--- config.mk ---
export PLATFORM = sky130hd
export DESIGN_NAME = ctrl_pipe_hazard
export DESIGN_NICKNAME = d
export VERILOG_FILES = /design/src/rtl/ctrl_pipe_hazard.sv
export SDC_FILE = /design/constraint.sdc
export NUM_CORES = 1
export LEC_CHECK = 0
export CORE_AREA = 2 2 52 54
export CTS_BUF_LIST = sky130_fd_sc_hd__clkbuf_16
export CTS_CLUSTER_DIAMETER = 50
export DETAILED_ROUTE_END_ITERATION = 10
export DIE_AREA = 0 0 54 56
export PLACE_DENSITY = 0.78
export SLEW_MARGIN = 40
export SYNTH_ARGS = -nofsm -noshare
export SYNTH_HDL_FRONTEND = slang
export SYNTH_SLANG_ARGS = --single-unit
export TNS_END_PERCENT = 5
--- constraint.sdc ---
create_clock -name clk -period 2.3 [get_ports clk]
set_input_delay 0.46 -clock clk [delete_from_list [all_inputs] [get_ports clk]]
set_output_delay 0.46 -clock clk [all_outputs]
set_load 0.01 [all_outputs]
--- src/rtl/ctrl_pipe_hazard.sv ---
// ctrl_pipe_hazard: registered main decoder driving the ID/EX control
// register. Inserts a bubble on load-use hazards, squashes on flush, and
// tracks a multi-cycle MULT/DIV unit.
// Optional feature macro: CTRL_MULDIV_EN (MULT/DIV/MFHI/MFLO decode, MD
// hazard, MD busy FSM and countdown counter). Undefined: those functs decode
// as plain R-type and ex_muldiv/md_busy stay 0.
module ctrl_pipe_hazard #(
    parameter int unsigned OPW    = 6,
    parameter int unsigned FNW    = 6,
    parameter int unsigned RAW    = 5,
    parameter int unsigned MD_LAT = 4,
    parameter int unsigned CW     = 4
) (
    input  logic           clk,
    input  logic           rst_n,
    input  logic           enable,
    input  logic           id_valid,
    input  logic [OPW-1:0] instruccion,
    input  logic [FNW-1:0] funcion,
    input  logic [RAW-1:0] id_rs,
    input  logic [RAW-1:0] id_rt,
    input  logic           flush,
    output logic           ex_RegDst,
    output logic           ex_Branch,
    output logic           ex_MemRead,
    output logic           ex_MemtoReg,
    output logic           ex_MemWrite,
    output logic           ex_ALUSrc,
    output logic           ex_RegWrite,
    output logic           ex_jump,
    output logic           ex_shiftC,
    output logic           ex_muldiv,
    output logic [1:0]     ex_ALUOp,
    output logic [RAW-1:0] ex_rt,
    output logic           stall,
    output logic           md_busy
);

    typedef struct packed {
        logic       RegDst;
        logic       Branch;
        logic       MemRead;
        logic       MemtoReg;
        logic       MemWrite;
        logic       ALUSrc;
        logic       RegWrite;
        logic       jump;
        logic       shiftC;
        logic       muldiv;
        logic [1:0] ALUOp;
    } ctrl_t;

    localparam logic [OPW-1:0] OP_RTYPE = OPW'(6'b000000);
    localparam logic [OPW-1:0] OP_LW    = OPW'(6'b100011);
    localparam logic [OPW-1:0] OP_LB    = OPW'(6'b100000);
    localparam logic [OPW-1:0] OP_SW    = OPW'(6'b101011);
    localparam logic [OPW-1:0] OP_BEQ   = OPW'(6'b000100);
    localparam logic [OPW-1:0] OP_BNE   = OPW'(6'b000101);
    localparam logic [OPW-1:0] OP_J     = OPW'(6'b000010);

    localparam logic [FNW-1:0] FN_SLL   = FNW'(6'b000000);
    localparam logic [FNW-1:0] FN_SRL   = FNW'(6'b000010);
    localparam logic [FNW-1:0] FN_SRA   = FNW'(6'b000011);

    // Parameter sanity: latency must be at least 2 and fit the counter.
    if (MD_LAT < 2 || MD_LAT > (2 ** CW) - 1) begin : g_bad_md_cfg
        $error("ctrl_pipe_hazard: MD_LAT must be in [2, 2**CW-1]");
    end

    ctrl_t w_dec;
    ctrl_t r_ex;
    logic  w_ld_haz;
    logic  w_md_haz;

`ifdef CTRL_MULDIV_EN
    localparam logic [FNW-1:0] FN_MULT  = FNW'(6'b011000);
    localparam logic [FNW-1:0] FN_DIV   = FNW'(6'b011010);
    localparam logic [FNW-1:0] FN_MFHI  = FNW'(6'b010000);
    localparam logic [FNW-1:0] FN_MFLO  = FNW'(6'b010010);

    typedef enum logic {
        ST_IDLE,
        ST_BUSY
    } md_state_t;

    md_state_t     r_md_state;
    logic [CW-1:0] r_md_cnt;
    logic          w_mfx;
`endif

    // Combinational decode of the instruction sitting in ID.
    always_comb begin
        w_dec = '0;
`ifdef CTRL_MULDIV_EN
        w_mfx = 1'b0;
`endif
        case (instruccion)
            OP_RTYPE: begin
                w_dec.RegDst   = 1'b1;
                w_dec.RegWrite = 1'b1;
                w_dec.ALUOp    = 2'b10;
                w_dec.shiftC   = (funcion == FN_SLL) || (funcion == FN_SRL) ||
                                 (funcion == FN_SRA);
`ifdef CTRL_MULDIV_EN
                if (funcion == FN_MULT || funcion == FN_DIV) begin
                    w_dec.muldiv   = 1'b1;
                    w_dec.RegWrite = 1'b0;
                end
                w_mfx = (funcion == FN_MFHI) || (funcion == FN_MFLO);
`endif
            end
            OP_LW, OP_LB: begin
                w_dec.ALUSrc   = 1'b1;
                w_dec.MemRead  = 1'b1;
                w_dec.MemtoReg = 1'b1;
                w_dec.RegWrite = 1'b1;
                w_dec.ALUOp    = 2'b00;
            end
            OP_SW: begin
                w_dec.ALUSrc   = 1'b1;
                w_dec.MemWrite = 1'b1;
            end
            OP_BEQ, OP_BNE: begin
                w_dec.Branch = 1'b1;
                w_dec.ALUOp  = 2'b01;
            end
            OP_J: begin
                w_dec.jump = 1'b1;
            end
            default: w_dec = '0;
        endcase
    end

    // A load in EX whose (nonzero) destination feeds the ID instruction.
    assign w_ld_haz = r_ex.MemRead && (ex_rt != '0) &&
                      ((ex_rt == id_rs) || (ex_rt == id_rt)) && id_valid;

`ifdef CTRL_MULDIV_EN
    assign w_md_haz = id_valid && (w_dec.muldiv || w_mfx) &&
                      (md_busy || r_ex.muldiv);

    // MD busy FSM: runs off ex_muldiv regardless of enable or flush.
    always_ff @(posedge clk or negedge rst_n) begin
        if (!rst_n) begin
            r_md_state <= ST_IDLE;
            r_md_cnt   <= '0;
        end else begin
            case (r_md_state)
                ST_IDLE: begin
                    if (r_ex.muldiv) begin
                        r_md_state <= ST_BUSY;
                        r_md_cnt   <= CW'(MD_LAT - 1);
                    end
                end
                ST_BUSY: begin
                    if (r_md_cnt == CW'(1)) begin
                        r_md_state <= ST_IDLE;
                        r_md_cnt   <= '0;
                    end else begin
                        r_md_cnt <= r_md_cnt - CW'(1);
                    end
                end
                default: begin
                    r_md_state <= ST_IDLE;
                    r_md_cnt   <= '0;
                end
            endcase
        end
    end

    assign md_busy = (r_md_state == ST_BUSY);
`else
    assign w_md_haz = 1'b0;
    assign md_busy  = 1'b0;
`endif

    assign stall = (w_ld_haz || w_md_haz) && !flush;

    // ID/EX register: flush, hold-off, stall or empty slot all load a bubble.
    always_ff @(posedge clk or negedge rst_n) begin
        if (!rst_n) begin
            r_ex  <= '0;
            ex_rt <= '0;
        end else if (flush || !enable || stall || !id_valid) begin
            r_ex  <= '0;
            ex_rt <= '0;
        end else begin
            r_ex  <= w_dec;
            ex_rt <= id_rt;
        end
    end

    assign ex_RegDst   = r_ex.RegDst;
    assign ex_Branch   = r_ex.Branch;
    assign ex_MemRead  = r_ex.MemRead;
    assign ex_MemtoReg = r_ex.MemtoReg;
    assign ex_MemWrite = r_ex.MemWrite;
    assign ex_ALUSrc   = r_ex.ALUSrc;
    assign ex_RegWrite = r_ex.RegWrite;
    assign ex_jump     = r_ex.jump;
    assign ex_shiftC   = r_ex.shiftC;
    assign ex_muldiv   = r_ex.muldiv;
    assign ex_ALUOp    = r_ex.ALUOp;

endmodule

==> results.md <==
Global routing:
- Global routing consumed, over all layers together, between 10% and 20% of the routing resources.
- Global routing consumed, on the met3 layer, 2.96% of the routing resources.
- The busiest layer in global routing is met2.
- Entering global routing, the biggest net connects 15 pins.
- Summed over all layers, the global routing overflow is 0.
- The number of global-route vias before repair was 746.
- In the global route stage, met2 resource usage came out at 22.0%.
- The initial antenna violation count came to 0.
- In the global route stage, met1 resource usage came out at ~16%.
- The first global-routing pass estimated 3.06 mm of wire.

Clock tree:
- In this run the number of H-tree levels came out at 1.
- The clock transition at the registers of the reported paths is approximately 0.040 ns.
- Clock tree synthesis selected as its root buffer the cell sky130_fd_sc_hd__clkbuf_16.
- For this design, the sink count on the clock tree is 14.
- The clock passes through at most 2 buffers.
- The post-CTS setup repair buffer count is 0.
- Buffers inserted to repair hold after CTS numbered 0.
- The clock tree from TritonCTS is yes.
- The worst-skew pair later-pin latency is 0.24 ns.
- Counting the buffers created by CTS gives 3.

STA:
- For the pin with the worst max-slew slack, the measured transition is 0.582 ns.
- The worst-case headroom to the max-slew limit is 61.0%.
- Setup repair after global routing left no endpoint under its margin.
- Setup violations remaining at the end of the flow were counted as 0.
- The fraction of the cycle the final worst path needs is 95.3%.
- The final hold slack is around 0.60 ns.
- Based on the critical path, the design can be clocked at up to around 0.46 GHz.
- The number of max-slew violations in the final report is 0.
- The final setup skew is 0.000749 ns.
- After layout, the minimum clock period comes to 2.19 ns.
- The hold violation count in the final report is 0.

Yosys:
- Synthesis produced a netlist whose cell count is 83.
- In the synthesized netlist the dominant register cell turns out to be sky130_fd_sc_hd__dfrtp_1.
- The most instantiated library cell after synthesis is sky130_fd_sc_hd__a21oi_1.
- The sequential share of the synthesized area is between 40% and 50%.
- Counting flops with an async set or reset pin after synthesis yields a share of 100%.
- The number of flops mapped to enable cells by yosys is 0.
- The post-synthesis cell type count is 25.
- The flip-flop and latch count after synthesis is 14.
- The library cell occupying the most area in the post-synthesis netlist is sky130_fd_sc_hd__dfrtp_1.
- Summing every instance area after synthesis gives roughly 790 sq um.
- By area the synthesized netlist is led by sky130_fd_sc_hd__dfrtp_1, sky130_fd_sc_hd__xnor2_1, sky130_fd_sc_hd__a21oi_1, sky130_fd_sc_hd__nand2_1, sky130_fd_sc_hd__buf_4.
- The count of synthesis-stage warnings from yosys is 0.
- A synthesized cell averages 9.53 sq um.
- After synthesis, the largest area contributor takes up between 40 and 50% of total cell area.
- Counting instances in the post-synthesis netlist gives the leading cell types as sky130_fd_sc_hd__a21oi_1, sky130_fd_sc_hd__dfrtp_1, sky130_fd_sc_hd__nand2_1, sky130_fd_sc_hd__xnor2_1.

Floorplan:
- The I/O pin count is 46.
- The total area inside the core boundary comes to 2430 sq um.
- The area of the die is 3020 sq um.
- The number of cell rows is 18.
- The die is 54 um wide.
- The floorplan step set the die height to 56 um.
- Once the floorplan was initialized, standard cells occupied 32.5% of the core.

Run status:
- The run finished with clean final reports.

Cells and area:
- Excluding fillers, the count of instances in the completed layout stands at 157.
- The flip-flop count of the largest register, all copies and words added is 5.
- The number of diodes added for antenna fixing is 0.
- The final layout contains 156 nets.
- Counting the fill cells in the layout gives roughly 230.
- Ranked by flip-flop count, first place goes to ex_rt.
- At the end of the flow the core is filled with cells to 54.1%.
- Compared with the post-synthesis result, the final layout area differs by 66.5%.
- The post-route netlist has 8.66% of its cells at a drive strength greater than 1.

Critical path:
- The master of the slowest instance on the critical path is sky130_fd_sc_hd__clkdlybuf4s50_1.
- The kind of start point of the critical path is an input pin.
- Data on the critical path is required at its endpoint by 1.84 ns.
- The reg-to-reg setup timing slack is about 0.98 ns.
- The kind of cell adding the most delay to the critical path is buffers and inverters.
- The signal on the critical path passes through clkdlybuf4s50_1 -> xnor2_1 -> nand3_1 -> o22ai_2 -> and2_1 -> clkdlybuf4s15_1.
- The largest stage delay on the critical path is ~0.48 ns.
- The type of destination of the critical path is a primary output.
- Along the worst path, the maximum fanout reaches 2.
- The critical path contains buffers and inverters numbering 2 combined.
- For the worst setup path, the data arrival time is 1.73 ns.
- The type of the worst setup path is input pin to primary output.

Flow run:
- The number of max-cap violations is 0.

Routing:
- For this block, the routed nets add up to 1.86 mm of wire.
- The detailed router finished its first iteration with 3 violations.
- In the routed layout, each cell is associated on average with a via count of 4.72.
- The average detailed-routed wire length per instance is 11.8 um.
- Once detail routing completed, the nets flagged for antenna violations numbered 0.
- In the routed design, unresolved DRC markers number 0.
- The routed via count is 741.
- The first detailed-routing pass ran for 3 iterations.

Placement:
- Routability-driven placement finished with a final weighted congestion of about 0.7.
- During placement, the flow inserted port buffers numbering 43.
- In this run, placement finished with an instance count of 154.
- The placed wire-length estimate is roughly 1.5 mm.

Power:
- The worst-case IR drop observed on VDD is 0.000302 V.
- Power comes to about 670 uW.
- The power density over the cells is between 500 and 600 nW/um^2.
- For this design the static power due to leakage is 0.530 nW.

Min path:
- The tightest min-delay check is of the input pin to asynchronous set/reset pin type.
## metrics by stage
stage	instance area (sq um)	setup TNS, ns	setup WS [ns]
floorplan	795	0	0.690
global placement	1240	-0.139	-0.139
detailed placement	1240	-0.207	-0.207
CTS	1320	0	0.0566
global route	1320	0	0.00425
finish	1320	0	0.109
## area by class of cell
class / instances / area, sq um / area share [%]
clock buffers: 3 / 75.1 / 5.70
inverters: 1 / 3.75 / 0.285
multi-input cells: 62 / 389 / 29.6
flip-flops and latches: 14 / 350 / 26.6
well taps: 30 / 37.5 / 2.85
repair buffers: 47 / 460 / 35.0
## report_power, final
part,leakage [nW],internal (mW),switching [mW]
Combinational,0.299,0.0634,0.0399
Clock,0.0370,0.226,0.0846
Sequential,0.194,0.250,0.00337
Total,0.530,0.539,0.128
## timing repair
action	in CTS	in global routing
gates resized for setup	1	1
endpoints found under the setup margin	1	1
pin swaps	0	2
## worst paths after layout
path,end,cells past startpoint,startpoint
setup / recovery,stall,6,id_rs[2]
hold / removal,ex_rt[2],1,rst_n
setup reg to reg,ex_rt[1],5,ex_rt[0]
hold reg to reg,ex_rt[2],4,ex_MemRead
max in group asynchronous,ex_jump,1,rst_n
min in group clk,ex_rt[1],3,id_rt[1]
## cell families (layout without fill, tap and decap cells)
group	Yosys count	count (layout)	synth area share, %
other cells	1	2	0.474
buf+inv	8	51	6.96
simple gates	30	30	21.7
flops	14	14	44.3
xor+xnor	10	10	11.1
compound gates	20	20	15.5
## cells in the final DEF (no fill, tap or decap), drive strengths merged
master         netlist  routed
and3                 1       1
dfrtp               14      14
nor4b                1       1
and2                 1       1
inv                  1       1
clkbuf               0       3
nor3                 1       1
nand3                4       4
and3b                1       1
a2111oi              1       1
o2111ai              1       1
nor4                 1       1
clkdlybuf4s50        0      42
a211oi               1       1
clkdlybuf4s15        0       1
xnor2               10      10
nand4                2       2
conb                 1       2
or2                  1       1
a21oi               15      15
o22ai                1       1
nand2               10      10
nor2                 4       4
o21ai                1       1
buf                  7       4
nand3b               3       3
## metal layers
| metal | vias to the layer above | share of wire [%] |
|---|---|---|
| met5 | - | 0 |
| met2 | 35 | 49 |
| li1 | 374 | - |
| met3 | 2 | 11 |
| met1 | 330 | 38 |
| met4 | 0 | 1.6 |
Note: power is estimated with default switching activity, not from simulation.
